`src/rtl/instr_decode_ctrl_if.sv`:
```
// Instruction handshake between the fetch side (master) and instr_decode_ctrl (slave).
interface instr_decode_ctrl_if;
  logic [31:0] instr_in;
  logic        instr_valid;
  logic        instr_ready;

  modport master (output instr_in, output instr_valid, input instr_ready);
  modport slave  (input instr_in, input instr_valid, output instr_ready);
endinterface

```
`src/rtl/instr_decode_ctrl.sv`:
```
// Multi-cycle RV32I control unit (OP, OP-IMM, LUI) sequencing DECODE/EXEC/WB for the datapath.
// Optional statistics counters are enabled with `define DECODE_STATS_EN.
module instr_decode_ctrl #(
  parameter int CNT_W = 16
) (
  input  logic               clk,
  input  logic               rst,
  instr_decode_ctrl_if.slave bus,
  output logic [6:0]         op,
  output logic [4:0]         addr_a,
  output logic [4:0]         addr_b,
  output logic [4:0]         addr_d,
  output logic [31:0]        immed,
  output logic               y_sel,
  output logic               write,
  output logic               busy,
  output logic               illegal,
  output logic [CNT_W-1:0]   retired_count,
  output logic [CNT_W-1:0]   illegal_count
);

  localparam logic [6:0] OPC_OP     = 7'b0110011;
  localparam logic [6:0] OPC_OP_IMM = 7'b0010011;
  localparam logic [6:0] OPC_LUI    = 7'b0110111;

  typedef enum logic [1:0] {S_IDLE, S_DECODE, S_EXEC, S_WB} state_t;

  state_t      r_state;
  state_t      w_next_state;
  logic [31:0] r_instr;
  logic        w_hs;
  logic        w_legal;
  logic [6:0]  w_op;
  logic [4:0]  w_addr_a;
  logic [4:0]  w_addr_b;
  logic [31:0] w_immed;
  logic        w_y_sel;

  wire [6:0] w_opcode = r_instr[6:0];
  wire [4:0] w_rd     = r_instr[11:7];
  wire [2:0] w_funct3 = r_instr[14:12];
  wire [4:0] w_rs1    = r_instr[19:15];
  wire [4:0] w_rs2    = r_instr[24:20];
  wire       w_alt    = r_instr[30];

  assign bus.instr_ready = (r_state == S_IDLE) && !rst;
  assign busy            = (r_state != S_IDLE);
  assign w_hs            = bus.instr_valid && bus.instr_ready;

  // Field decode of the latched instruction; illegal opcodes still expose the raw register fields.
  always_comb begin
    w_legal  = 1'b0;
    w_op     = 7'd0;
    w_addr_a = 5'd0;
    w_addr_b = 5'd0;
    w_immed  = 32'd0;
    w_y_sel  = 1'b0;
    case (w_opcode)
      OPC_OP: begin
        w_legal  = 1'b1;
        w_op     = {3'b000, w_alt, w_funct3};
        w_addr_a = w_rs1;
        w_addr_b = w_rs2;
        w_y_sel  = 1'b1;
      end
      OPC_OP_IMM: begin
        w_legal  = 1'b1;
        w_addr_a = w_rs1;
        if (w_funct3 == 3'b101) begin
          w_op = {3'b000, w_alt, w_funct3};
        end else begin
          w_op = {3'b000, 1'b0, w_funct3};
        end
        if ((w_funct3 == 3'b001) || (w_funct3 == 3'b101)) begin
          w_immed = {27'd0, r_instr[24:20]};
        end else begin
          w_immed = {{20{r_instr[31]}}, r_instr[31:20]};
        end
      end
      OPC_LUI: begin
        w_legal = 1'b1;
        w_immed = {r_instr[31:12], 12'd0};
      end
      default: begin
        w_legal  = 1'b0;
        w_addr_a = w_rs1;
        w_addr_b = w_rs2;
      end
    endcase
  end

  // Next-state logic for the IDLE -> DECODE -> EXEC -> WB sequence.
  always_comb begin
    w_next_state = r_state;
    case (r_state)
      S_IDLE: begin
        if (w_hs) begin
          w_next_state = S_DECODE;
        end else begin
          w_next_state = S_IDLE;
        end
      end
      S_DECODE: begin
        if (w_legal) begin
          w_next_state = S_EXEC;
        end else begin
          w_next_state = S_IDLE;
        end
      end
      S_EXEC:  w_next_state = S_WB;
      S_WB:    w_next_state = S_IDLE;
      default: w_next_state = S_IDLE;
    endcase
  end

  // State, instruction latch and registered datapath controls.
  always_ff @(posedge clk) begin
    if (rst) begin
      r_state <= S_IDLE;
      r_instr <= 32'd0;
      op      <= 7'd0;
      addr_a  <= 5'd0;
      addr_b  <= 5'd0;
      addr_d  <= 5'd0;
      immed   <= 32'd0;
      y_sel   <= 1'b0;
      write   <= 1'b0;
      illegal <= 1'b0;
    end else begin
      r_state <= w_next_state;
      if (w_hs) begin
        r_instr <= bus.instr_in;
      end
      if (r_state == S_DECODE) begin
        op      <= w_op;
        addr_a  <= w_addr_a;
        addr_b  <= w_addr_b;
        addr_d  <= w_rd;
        immed   <= w_immed;
        y_sel   <= w_y_sel;
        illegal <= !w_legal;
      end else begin
        illegal <= 1'b0;
      end
      // addr_d was captured at the end of DECODE, so it is valid while in EXEC.
      write <= (r_state == S_EXEC) && (addr_d != 5'd0);
    end
  end

`ifdef DECODE_STATS_EN
  logic [CNT_W-1:0] r_retired;
  logic [CNT_W-1:0] r_illegal_cnt;

  // Retired and illegal statistics, wrapping modulo 2^CNT_W.
  always_ff @(posedge clk) begin
    if (rst) begin
      r_retired     <= {CNT_W{1'b0}};
      r_illegal_cnt <= {CNT_W{1'b0}};
    end else begin
      if (r_state == S_WB) begin
        r_retired <= r_retired + CNT_W'(1);
      end
      if ((r_state == S_DECODE) && !w_legal) begin
        r_illegal_cnt <= r_illegal_cnt + CNT_W'(1);
      end
    end
  end

  assign retired_count = r_retired;
  assign illegal_count = r_illegal_cnt;
`else
  assign retired_count = {CNT_W{1'b0}};
  assign illegal_count = {CNT_W{1'b0}};
`endif

endmodule

```
`src/flat_wrapper.sv`:
```
// flat-port wrapper written by rule: the top's interface ports become plain ports
module instr_decode_ctrl_flat 
#(
  parameter int CNT_W = 16
)
  (clk, rst, op, addr_a, addr_b, addr_d, immed, y_sel, write, busy, illegal, retired_count, illegal_count, bus_instr_in, bus_instr_valid, bus_instr_ready);
  instr_decode_ctrl_if bus_i ();
  input  logic clk;
  input  logic rst;
  output logic [6:0] op;
  output logic [4:0] addr_a;
  output logic [4:0] addr_b;
  output logic [4:0] addr_d;
  output logic [31:0] immed;
  output logic y_sel;
  output logic write;
  output logic busy;
  output logic illegal;
  output logic [CNT_W-1:0] retired_count;
  output logic [CNT_W-1:0] illegal_count;
  input wire logic [$bits(bus_i.instr_in)-1:0] bus_instr_in;
  input wire logic [$bits(bus_i.instr_valid)-1:0] bus_instr_valid;
  output wire logic [$bits(bus_i.instr_ready)-1:0] bus_instr_ready;
  assign bus_i.instr_in = bus_instr_in;
  assign bus_i.instr_valid = bus_instr_valid;
  assign bus_instr_ready = bus_i.instr_ready;
  instr_decode_ctrl #(.CNT_W(CNT_W)) u_core (.clk(clk), .rst(rst), .bus(bus_i), .op(op), .addr_a(addr_a), .addr_b(addr_b), .addr_d(addr_d), .immed(immed), .y_sel(y_sel), .write(write), .busy(busy), .illegal(illegal), .retired_count(retired_count), .illegal_count(illegal_count));
endmodule
```
`config.mk`:
```
export PLATFORM = sky130hd
export DESIGN_NAME = instr_decode_ctrl_flat
export DESIGN_NICKNAME = d
export VERILOG_FILES = /design/src/rtl/instr_decode_ctrl_if.sv /design/src/rtl/instr_decode_ctrl.sv /design/src/flat_wrapper.sv
export SDC_FILE = /design/constraint.sdc
export NUM_CORES = 1
export LEC_CHECK = 0
export ABC_AREA = 1
export BUFFER_PORTS_ARGS = -buffer_cell sky130_fd_sc_hd__buf_2
export CAP_MARGIN = 20
export CORE_MARGIN = 2
export CORE_UTILIZATION = 51
export DETAILED_ROUTE_END_ITERATION = 6
export MAX_ROUTING_LAYER = met4
export PLACE_DENSITY_LB_ADDON = 0.08
export SKIP_LAST_GASP = 1
export SLEW_MARGIN = 20
export SYNTH_ARGS = -nofsm -noshare
export SYNTH_HDL_FRONTEND = slang
export SYNTH_SLANG_ARGS = --single-unit
```
`constraint.sdc`:
```
create_clock -name clk -period 4 [get_ports clk]
set_clock_uncertainty 0.2 [all_clocks]
set_input_delay 0.4 -clock clk [delete_from_list [all_inputs] [get_ports clk]]
set_output_delay 0.4 -clock clk [all_outputs]
set_load 0.02 [all_outputs]
```
; ---- Word-level counts from Yosys, hierarchy flattened
; Cells that the tools add are included.
[totals]
word_cells = 42
out_inout_bits = 91
input_bits = 35
regBits = 91
[op_classes]
muxes = 11
n_eq_ne = 8
reduce_logical = 12
bitwise_logic = 1
[ops]
columns = cell, count
row1 = case mux 32 bit (2 select lines), 1
row2 = 2-to-1 mux 32 bit, 1
row3 = "== test 7 x 6 -> 1 bit, second input constant", 2
row4 = case mux 7 bit (2 select lines), 1
row5 = 2-to-1 mux 5 bit, 2
row6 = case mux 2 bit (4 select lines), 1
row7 = "== test 7 x 5 -> 1 bit, second input constant", 1
row8 = nonzero test 5 bit, 1
row9 = "== test 2 bit, second input constant", 2
row10 = 2-to-1 mux 4 bit, 1
row11 = OR reduction 2 bit, 2
row12 = "== test 3 x 1 -> 1 bit, second input constant", 1
row13 = "== test 3 bit, second input constant", 1
row14 = logical AND 1 bit, 3
row15 = 2-to-1 mux 1 bit, 3
row16 = OR reduction 3 bit, 1
row17 = "== test 2 x 1 -> 1 bit, second input constant", 1
row18 = zero test 1 bit, 2
row19 = zero test 2 bit, 1
row20 = 2-to-1 mux 2 bit, 1
row21 = nonzero test 2 bit, 1
row22 = logical OR 1 bit, 1
row23 = inverter 1 bit, 1

; ---- Longest topological paths before layout
; Gate-level depths: netlist of run 1.
[logic_depth]
word_depth = 5
mapped_depth = 8
ltp_nobuf = 7

; ---- Worst setup path before layout of run 1
; Ideal clock, no wire load.
[synth_path]
path_kind = register -> register
startpoint = reg u_core.r_state[0]
endpoint = reg u_core.r_instr[10]
t_arrival_ps = 1091
t_required_ps = 3686
period_less_slack_ps = 1405
path_stages_with_launch = 8
setup_ps = 114
slack_ps = 2595
path_buffers = 1
path_cell_list = dfxtp_1 nor2_1 inv_2 nor2_4 nand2_2 buf_2 nand3_1 nand2_1
[synth_between]
elab_chain_cells = 3
[synth_lines]
columns = item, line
row1 = from (decl), instr_decode_ctrl.sv:28  ; state_t r_state;
row2 = from (signal assigned), instr_decode_ctrl.sv:130  ; r_state <= w_next_state;
row3 = zero test 2 bit, instr_decode_ctrl.sv:46  ; assign bus.instr_ready = (r_state == S_IDLE) && !rst;
row4 = logical AND 1 bit, instr_decode_ctrl.sv:46
row5 = net bus_instr_ready, flat_wrapper.sv:23  ; output wire logic [$bits(bus_i.instr_ready)-1:0] bus_instr_ready;
row6 = logical AND 1 bit, instr_decode_ctrl.sv:48  ; assign w_hs = bus.instr_valid && bus.instr_ready;
row7 = to (signal assigned), instr_decode_ctrl.sv:132  ; r_instr <= bus.instr_in;
row8 = to (decl), instr_decode_ctrl.sv:30  ; logic [31:0] r_instr;
; The timed path passes the listed nets, and every way through them passes these cells.
; A chain may end at the register's enable or synchronous reset.

==> impl_metrics.toml, run 1 <==
[power_and_ir_drop]
p_seq_share_pct = 51.7
p_comb_share_pct = 9.2
p_leak_uw = 0.00213
swShare_pct = 24.3
clockPowerShare_pct = 39.1
p_sw_uw = 435
vdd_drop_max_uv = 225
p_int_uw = 1350
p_per_area_mw_per_mm2 = 414

[sta]
period_needed_ns = 2.49
worst_pin_slew_ns = 1.00
setup_violations = 0
rsz0062_at_grt = "false"
hold_viol = 0
max_slew_margin_pct = 32.7
post-route-period-util_pct = 62.2
fmax_mhz = 402
tns_ns = 0
slew_viol_final = 0

[critical_path]
crit_slowest_cell = "nor2_2"
crit_path_end_kind = "register"
rr_startpoint = "u_core.r_instr[6]$_SDFFE_PP0P_"
cpMostUsedCell = "nand2_1"
cp_max_fo = 22
max_stage_delay_ns = 0.68
cp_data_required_time_ns = 4.09
cp-start-kind = "register"
reg2reg_slack_ns = 1.51
cp.arrival_ns = 2.58
worstRegToRegCells = 7
critPathLaunch = "u_core.r_instr[6]$_SDFFE_PP0P_"
cp_cell_sequence = "inv_1 -> nand2_1 -> nor2_2 -> nand2_1 -> o21ai_0 -> nand3_1 -> nand2_1"
path_class = "reg2reg"

[die]
die_w_um = 90.7
ios = 126
die_h_um = 90.7
start_util_pct = 52.8
core_area_mm2 = 0.00725
die-area_mm2 = 0.00822
rows = 31

[status]
status = "finished clean"

[logic_synthesis]
yosysMostFrequentCell = "nand2_1"
synth_top_flop_cell = "dfxtp_1"
synthesis.area_mm2 = 0.00383
ys.warnings.count = 0
synthCells = 532
synthArstFlopShare_pct = 0
synth_top_cell_area_share_pct = 46.0
ys_types = 19
ys_top_cells_by_area = "dfxtp_1 (46%), nand2_1 (15%), nand3_1 (8.9%)"
ys_seq_elements = 88
avgSynthCellArea_um2 = 7.20
yosysSeqAreaShare_pct = 46.0
ys_top_cells_by_count = "nand2_1 (154), dfxtp_1 (88), nor2_1 (73)"
synth_top_area_cell = "dfxtp_1"
synth_edf_count = 0

[global_route]
grt_max_degree = 74
grt_pass1_wl_mm = 14.2
grtUsageTotal_pct = 21.8
grt_pass1_vias = 3072
antenna_found_initial = 0
overflow = 0

[finish]
area.growth.synth_to_final_pct = 12.6
final_layout_size_suffix_gt1_share_pct = 20.0
num_antenna_cells = 0
finish.utilization_pct = 59.5
nNetsFinal = 639

[placement]
gp_congestion = 0.830
hpwl_mm = 5.75
io_buffer_count = 90

[route]
drt_iter0_drc = 141
totalWireLength_mm = 8.57
avgViaCountPerCell = 4.77
ant_nets = 0
drtPass1Iterations = 4
drcViolationCount = 0
vias = 3379
wl_per_cell_um = 12.1

[clock_network]
clock_sinks = 88
ctsHtreeMaxLevel = 3
ctsLongestPathBuffers = 2
clk_latency_ns = 0.34
post_cts_buffers = 0
cts_hold_buf = 0
cts_tree = "done"
cts.repair.resized = 0
cts_buffers = 9
cts.clk_slew.worst_paths_ns = 0.08
cts_root_buffer = "clkbuf_8"

[flow_run]
drv_cap = 0

[worst_hold_path]
hold_path.class = "in2reg"
==> layout by cell type (no fill, tap or decap), types with 4 or more instances in the layout <==
cell type / Yosys / final
nand2_1: 154 / 154
buf_2: 15 / 90
dfxtp_1: 88 / 88
nor2_1: 73 / 73
nand3_1: 68 / 68
conb_1: 1 / 35
inv_1: 29 / 28
a21oi_1: 27 / 27
clkbuf_8: 0 / 12
o21ai_0: 9 / 9
nor2_2: 6 / 6
inv_2: 4 / 4
==> power by group through the flow <==
stage	registers, uW	logic [uW]	clock network (uW)
finish	925	164	700
global route	928	184	758
CTS	924	165	713
detailed placement	945	165	0
global placement	944	163	0
floorplan	951	146	0
==> worst max-delay path: cells and delay by family, from the launching register on <==
family                 cells  cell delay, ns
AND/OR/NAND/NOR            5            1.50
AO/OA/AOI/OAI              1            0.34
flip-flops                 1            0.32
buffers and inverters      1            0.07
==> cells by family (layout without fill, tap and decap cells) <==
logic type             after synthesis  count (layout)  synth area share, %
buffers and inverters               98             141                 15.4
AOI/OAI and AO/OA                   36              36                 4.70
and+or+nand+nor                    309             309                 33.9
other                                1              35               0.0978
DFF                                 88              88                 46.0
==> through the flow <==
| step | hold slack, ns | setup WS [ns] | cell area [um^2] | power, uW | cells |
|---|---|---|---|---|---|
| after global routing | 0.0417 | 1.22 | 4320 | 1870 | 708 |
| after global placement | 0.251 | 1.57 | 4080 | 1110 | 692 |
| final | 0.0448 | 1.51 | 4320 | 1790 | 708 |
| after detailed placement | 0.254 | 1.50 | 4080 | 1110 | 692 |
| after floorplan | 0.240 | 2.60 | 3960 | 1100 | 566 |
| after CTS | 0.0311 | 1.49 | 4320 | 1800 | 708 |
==> sequential cells by signal, summed over array words and instances (netlist names), named ones only <==
| signal | count |
|---|---|
| u_core.addr_a | 5 |
| u_core.addr_b | 5 |
| u_core.addr_d | 5 |
| u_core.illegal | 1 |
| u_core.immed | 32 |
| u_core.op | 4 |
| u_core.r_instr | 32 |
| u_core.r_state | 1 |
| u_core.write | 1 |
| u_core.y_sel | 1 |
==> layout make-up <==
cell class	count	area (um^2)
Fill cell	754	2940
Sequential cell	88	1760
Multi-Input combinational cell	380	1610
Timing Repair Buffer	92	465
Clock buffer	14	173
Inverter	33	124
Tap cell	99	124
Clock inverter	2	60.1
==> layer usage <==
layer  routed length (um)  global-route usage [%]
met1                 3960                    28.1
met2                 3930                    34.5
met3                  504                    4.42
met4                  180                    7.05
met5                    0                       -
==> worst min-delay path by stage <==
| stage | cells past startpoint | endpoint | slack [ns] | start |
|---|---|---|---|---|
| after floorplan | 2 | u_core.r_instr[10]$_SDFFE_PP0P_ | 0.24 | u_core.r_instr[10]$_SDFFE_PP0P_ |
| final | 3 | u_core.r_instr[3]$_SDFFE_PP0P_ | 0.04 | bus_instr_in[3] |
| after global placement | 2 | u_core.op[0]$_SDFFE_PP0N_ | 0.25 | u_core.op[0]$_SDFFE_PP0N_ |
| after global routing | 3 | u_core.r_instr[26]$_SDFFE_PP0P_ | 0.04 | bus_instr_in[26] |
| after detailed placement | 2 | u_core.r_instr[10]$_SDFFE_PP0P_ | 0.25 | u_core.r_instr[10]$_SDFFE_PP0P_ |
| after CTS | 3 | u_core.r_instr[3]$_SDFFE_PP0P_ | 0.03 | bus_instr_in[3] |
No activity file was read; power rests on OpenSTA's default activity.
==> run 2: changes to the inputs <==
Settings changed: ABC_AREA 1 to 0, CORE_UTILIZATION 51 to 49.
Clock period 4 ns to 2.4 ns, I/O delays scaled along.
==> impl_metrics.toml, run 2 <==
[critical_path]
cp-start-kind = "register"
r2r-end = "u_core.immed[4]$_SDFFE_PP0N_"
path_class = "reg2reg"
crit_path_end_kind = "register"
reg2reg_slack_ns = 0.51
cp.arrival_ns = 1.98
worstRegToRegCells = 5
cp_max_fo = 7
cp_data_required_time_ns = 2.50

[logic_synthesis]
synth-xor-area-share_pct = 0
synthesis.area_mm2 = 0.00343
ys_top_cells_by_count = "dfxtp_1 (88), nand2_1 (45), buf_4 (36)"
yosysMostFrequentCell = "dfxtp_1"
synth_edf_count = 0
avgSynthCellArea_um2 = 9.65
synth_top_area_cell = "dfxtp_1"
ys.warnings.count = 0
synthArstFlopShare_pct = 0
synth_simple_gate_area_share_pct = 17.7
synth_top_cell_area_share_pct = 51.4
synth_top_flop_cell = "dfxtp_1"
yosysSeqAreaShare_pct = 51.4
synth_top_family_by_area = "compound AO/OA/AOI/OAI gates"
synth_compound_area_share_pct = 19.5
ys_types = 33
muxShareOfSynthArea_pct = 0
ys_seq_elements = 88
ys_top_cells_by_area = "dfxtp_1 (51%), buf_4 (7.9%), nand2b_1 (5.8%)"
synth-adder-area-share_pct = 0
synthCells = 355

[flow_run]
drv_cap = 0

[sta]
tns_ns = 0
setup_violations = 0
worst_pin_slew_ns = 0.718
fmax_mhz = 530
post-route-period-util_pct = 78.6
hold_viol = 0
rsz0062_at_grt = "false"
period_needed_ns = 1.89
slew_viol_final = 0
max_slew_margin_pct = 52.0

[finish]
nNetsFinal = 507
final_layout_size_suffix_gt1_share_pct = 28.1
finish.utilization_pct = 64.3
layout.cells.non_filler = 573
final_common_cell = "buf_2"
largestRegisters = "u_core.immed: 32 flops, u_core.r_instr: 32 flops"
final_cell_mix = "buf_2 (90), dfxtp_1 (88), nand2_1 (45), conb_1 (35)"
area.growth.synth_to_final_pct = 27.5
num_antenna_cells = 0

[route]
ant_nets = 0
avgViaCountPerCell = 4.84
totalWireLength_mm = 7.59
drcViolationCount = 0
vias = 2776
drt_iter0_drc = 118
drtPass1Iterations = 4
wl_per_cell_um = 13.2

[placement]
placed_cells = 525
io_buffer_count = 90
hpwl_mm = 4.99
gp_congestion = 0.725

[power_and_ir_drop]
p_per_area_mw_per_mm2 = 656
vdd_drop_max_uv = 333
p_leak_uw = 0.00193
power_uw = 2860

[clock_network]
clk_latency_ns = 0.36
cts_tree = "done"
cts_buffers = 9
ctsHtreeMaxLevel = 3
cts_root_buffer = "clkbuf_8"
cts.clk_slew.worst_paths_ns = 0.09
ctsLongestPathBuffers = 2
clock_sinks = 88

[die]
die-area_mm2 = 0.00768
die_h_um = 87.6
ios = 126
die_w_um = 87.6
start_util_pct = 50.4
rows = 30
core_area_mm2 = 0.00679

[global_route]
antenna_found_initial = 0
grt_pass1_vias = 2500
grt_pass1_wl_mm = 12.0
grtUsageTotal_pct = 20.7
overflow = 0
grt_max_degree = 66

[worst_hold_path]
min_to = "u_core.immed[11]$_SDFFE_PP0N_"
hold_path_depth = 2
min-delay-start = "rst"
hold_path.class = "in2reg"

[status]
status = "finished clean"
run 2: changes by cell type in the layout (fill, tap and decap cells not counted), moves of 27 or more:
cell | before | now
nand2_1 | 154 | 45
nand3_1 | 68 | 0
nor2_1 | 73 | 22
dlygate4sd3_1 | 0 | 32
nand2b_1 | 0 | 32
inv_1 | 28 | 1
run 2: repair_timing:
item | 4_1_cts | 5_1_grt
gates resized for setup | 0 | 0
hold buffers | 32 | 0
setup buffers | 0 | 0
endpoints found under the hold margin | 32 | 0
run 2: kinds of logic (layout without fill, tap and decap cells):
logic type      Yosys count  count (layout)
compound gates           90              90
buf+inv                  61             149
flops                    88              88
simple gates            115             115
other cells               1              35
run 2: critical path: stages (launching register included):
cell	delay (ns)
dfxtp_1	0.35
nand2b_1	0.28
buf_4	0.23
nor4_2	0.52
a22oi_1	0.14
nor2_1	0.12
run 2: worst max path at each step:
stage | slack (ns) | cells past startpoint | start | to
finish | 0.51 | 5 | register | u_core.immed[4]$_SDFFE_PP0N_
global route | 0.39 | 5 | register | u_core.immed[4]$_SDFFE_PP0N_
CTS | 0.49 | 5 | register | u_core.immed[4]$_SDFFE_PP0N_
detailed placement | 0.50 | 5 | register | u_core.immed[4]$_SDFFE_PP0N_
global placement | 0.36 | 3 | u_core.r_state[0]$_SDFF_PP0_ | u_core.immed[24]$_SDFFE_PP0N_
floorplan | 0.49 | 5 | register | u_core.r_instr[10]$_SDFFE_PP0P_
run 2: cell type report:
type | count | area [um^2]
tap | 96 | 120
fill | 590 | 2430
sequential | 88 | 1760
clock buffer | 9 | 124
multi-input combinational | 240 | 1420
inverter | 1 | 3.75
clock inverter | 7 | 77.6
timing repair buffer | 132 | 858
run 2: per-layer routing:
layer  routed length (um)  track usage [%]  vias up
met2                 3400             30.0       89
met4                  113             8.53        0
met1                 3710             28.5     1280
met3                  362             3.77        9
met5                    0                -        -
li1                     -                -     1398
run 2: power breakdown:
group	total, uW	switching, uW	internal (uW)
Combinational	277	166	110
Clock	1040	545	492
Sequential	1550	41.2	1510
run 2: metrics by stage:
step	hold slack, ns	area [um^2]	setup WS, ns
final	0.0419	4370	0.513
after global routing	0.0574	4370	0.386
after CTS	0.0300	4370	0.494
after detailed placement	0.240	3840	0.504
after global placement	0.233	3840	0.358
after floorplan	0.148	3550	0.493
==> run 3: changes to the inputs <==
Settings changed: CORE_UTILIZATION 49 to 44.
Clock period 2.4 ns to 1.56 ns, I/O delays scaled along.
==> impl_metrics.toml, run 3 (synthesized netlist as in run 2, its figures left out) <==
[worst_hold_path]
hold_path.class = "in2reg"

[die]
die-area_mm2 = 0.00851
ios = 126
start_util_pct = 44.8
rows = 32
die_h_um = 92.2
core_area_mm2 = 0.00765
die_w_um = 92.2

[route]
drt_iter0_drc = 82
wl_per_cell_um = 13.4
totalWireLength_mm = 8.13
ant_nets = 0
avgViaCountPerCell = 4.76
drtPass1Iterations = 4
vias = 2886
drcViolationCount = 0

[finish]
final_cell_mix = "buf_2 (88), dfxtp_1 (82), nand2_1 (45), conb_1 (35), dlygate4sd3_1 (33)"
finish.utilization_pct = 61.9
layout.cells.non_filler = 606
nNetsFinal = 534
final_common_cell = "buf_2"
multiInputGateArea_mm2 = 0.00149
area.growth.synth_to_final_pct = 38.3
final-seq-area_mm2 = 0.00177
num_antenna_cells = 0
final_layout_size_suffix_gt1_share_pct = 34.5
largestRegisters = "u_core.immed: 32 flops, u_core.r_instr: 32 flops"
fill_cells = 713

[critical_path]
cp_cell_sequence = "nand2b_4 -> or3_4 -> o31a_1 -> a22o_1"
cp.arrival_ns = 1.77
path_class = "reg2reg"
endpoint = "u_core.addr_b[2]$_SDFFE_PP0N_"
crit_path_end_kind = "register"
rr_startpoint = "u_core.r_instr[3]$_SDFFE_PP0P_"
crit_slowest_cell = "or3_4"
cp_max_fo = 5
path_depth = 4
worstRegToRegCells = 4
reg2reg_slack_ns = -0.16
critPathLaunch = "u_core.r_instr[3]$_SDFFE_PP0P_"
r2r-end = "u_core.addr_b[2]$_SDFFE_PP0N_"
path_buf_inv = 0
cp_top_family = "compound AO/OA/AOI/OAI gates"
cp-start-kind = "register"
max_stage_delay_ns = 0.40
cp_data_required_time_ns = 1.62

[power_and_ir_drop]
p_per_area_mw_per_mm2 = 934
p_leak_uw = 0.00211
vdd_drop_max_uv = 431

[status]
violations = "negative setup slack"
status = "complete, but fails checks"

[placement]
placed_cells = 549
gp_congestion = 0.788
hpwl_mm = 5.41
io_buffer_count = 90

[clock_network]
cts_buffers = 9
clk_latency_ns = 0.35
ctsLongestPathBuffers = 2
cts_root_buffer = "clkbuf_8"
cts.clk_slew.worst_paths_ns = 0.09
clock_sinks = 88
ctsHtreeMaxLevel = 3
cts_tree = "done"

[flow_run]
drv_cap = 0

[global_route]
grt_max_degree = 36
grt_pass1_vias = 2612
overflow = 0
grt_pass1_wl_mm = 12.9
grtUsageTotal_pct = 19.9
antenna_found_initial = 0

[sta]
period_needed_ns = 1.72
hold_viol = 0
rsz0062_at_grt = "true"
slew_viol_final = 0
fmax_mhz = 582
worst_slack_ns = -0.159
post-route-period-util_pct = 110
setup_violations = 32
## run 3: cell types whose count changed in the layout (fill, tap and decap cells not counted), moves of 3 or more
cell and change:
buf_4 +13, inv_6 -3, buf_12 +3, buf_6 +12, dfxtp_2 +6, dfxtp_1 -6
## run 3: power breakdown
group | leakage (uW) | switching [uW] | internal, uW
logic | 0.00129 | 280 | 224
registers | 0.000718 | 62.4 | 2320
clock network | 0.0000952 | 796 | 739
## run 3: what timing repair did
item	in CTS	in global routing
gates resized for setup	20	18
cloned	2	2
hold buffers	33	0
pin swaps	1	21
buffers inserted	1	5
endpoints found under the setup margin	38	48
hold endpoints to repair	34	0
## run 3: cell type report
class                           instances  share of cell area [%]
Clock buffer                            9                    2.61
Clock inverter                          7                    1.53
Inverter                                1                  0.0792
Multi-Input combinational cell        240                    31.4
Sequential cell                        88                    37.3
Tap cell                              102                    2.69
Timing Repair Buffer                  159                    24.3
## run 3: how the worst min path moves through the flow
stage,startpoint,to,slack (ns),depth (start not counted)
after floorplan,bus_instr_in[5],u_core.r_instr[5]$_SDFFE_PP0P_,0.06,2
after global placement,bus_instr_in[7],u_core.r_instr[7]$_SDFFE_PP0P_,0.15,3
after detailed placement,bus_instr_in[4],u_core.r_instr[4]$_SDFFE_PP0P_,0.15,3
after CTS,rst,u_core.addr_d[1]$_SDFFE_PP0N_,0.12,3
after global routing,rst,u_core.addr_d[4]$_SDFFE_PP0N_,0.14,3
final,rst,u_core.addr_d[1]$_SDFFE_PP0N_,0.13,3
## run 3: tightest hold or removal path, stage by stage
cell and delay, ns:
buf_2 0.20, buf_4 0.19, a21oi_1 0.10
## run 3: through the flow
| step | setup WS [ns] | area [um^2] | power [uW] | setup TNS [ns] | hold slack, ns |
|---|---|---|---|---|---|
| 5_1_grt | -0.211 | 4740 | 4650 | -5.45 | 0.139 |
| 2_1_floorplan | -0.0968 | 3570 | 2750 | -2.18 | 0.0645 |
| 3_3_place_gp | -0.125 | 4020 | 2850 | -3.72 | 0.149 |
| 6_report | -0.159 | 4740 | 4420 | -3.72 | 0.131 |
| 3_5_place_dp | -0.137 | 4020 | 2850 | -4.39 | 0.154 |
| 4_1_cts | -0.141 | 4640 | 4460 | -3.22 | 0.120 |
## run 3: layer usage
layer	part of all wire [%]	track usage [%]	wire length (um)
met4	0.36	5.97	29
met5	0	-	0
met2	47	30.9	3810
met1	48	26.0	3880
met3	5.1	4.52	411
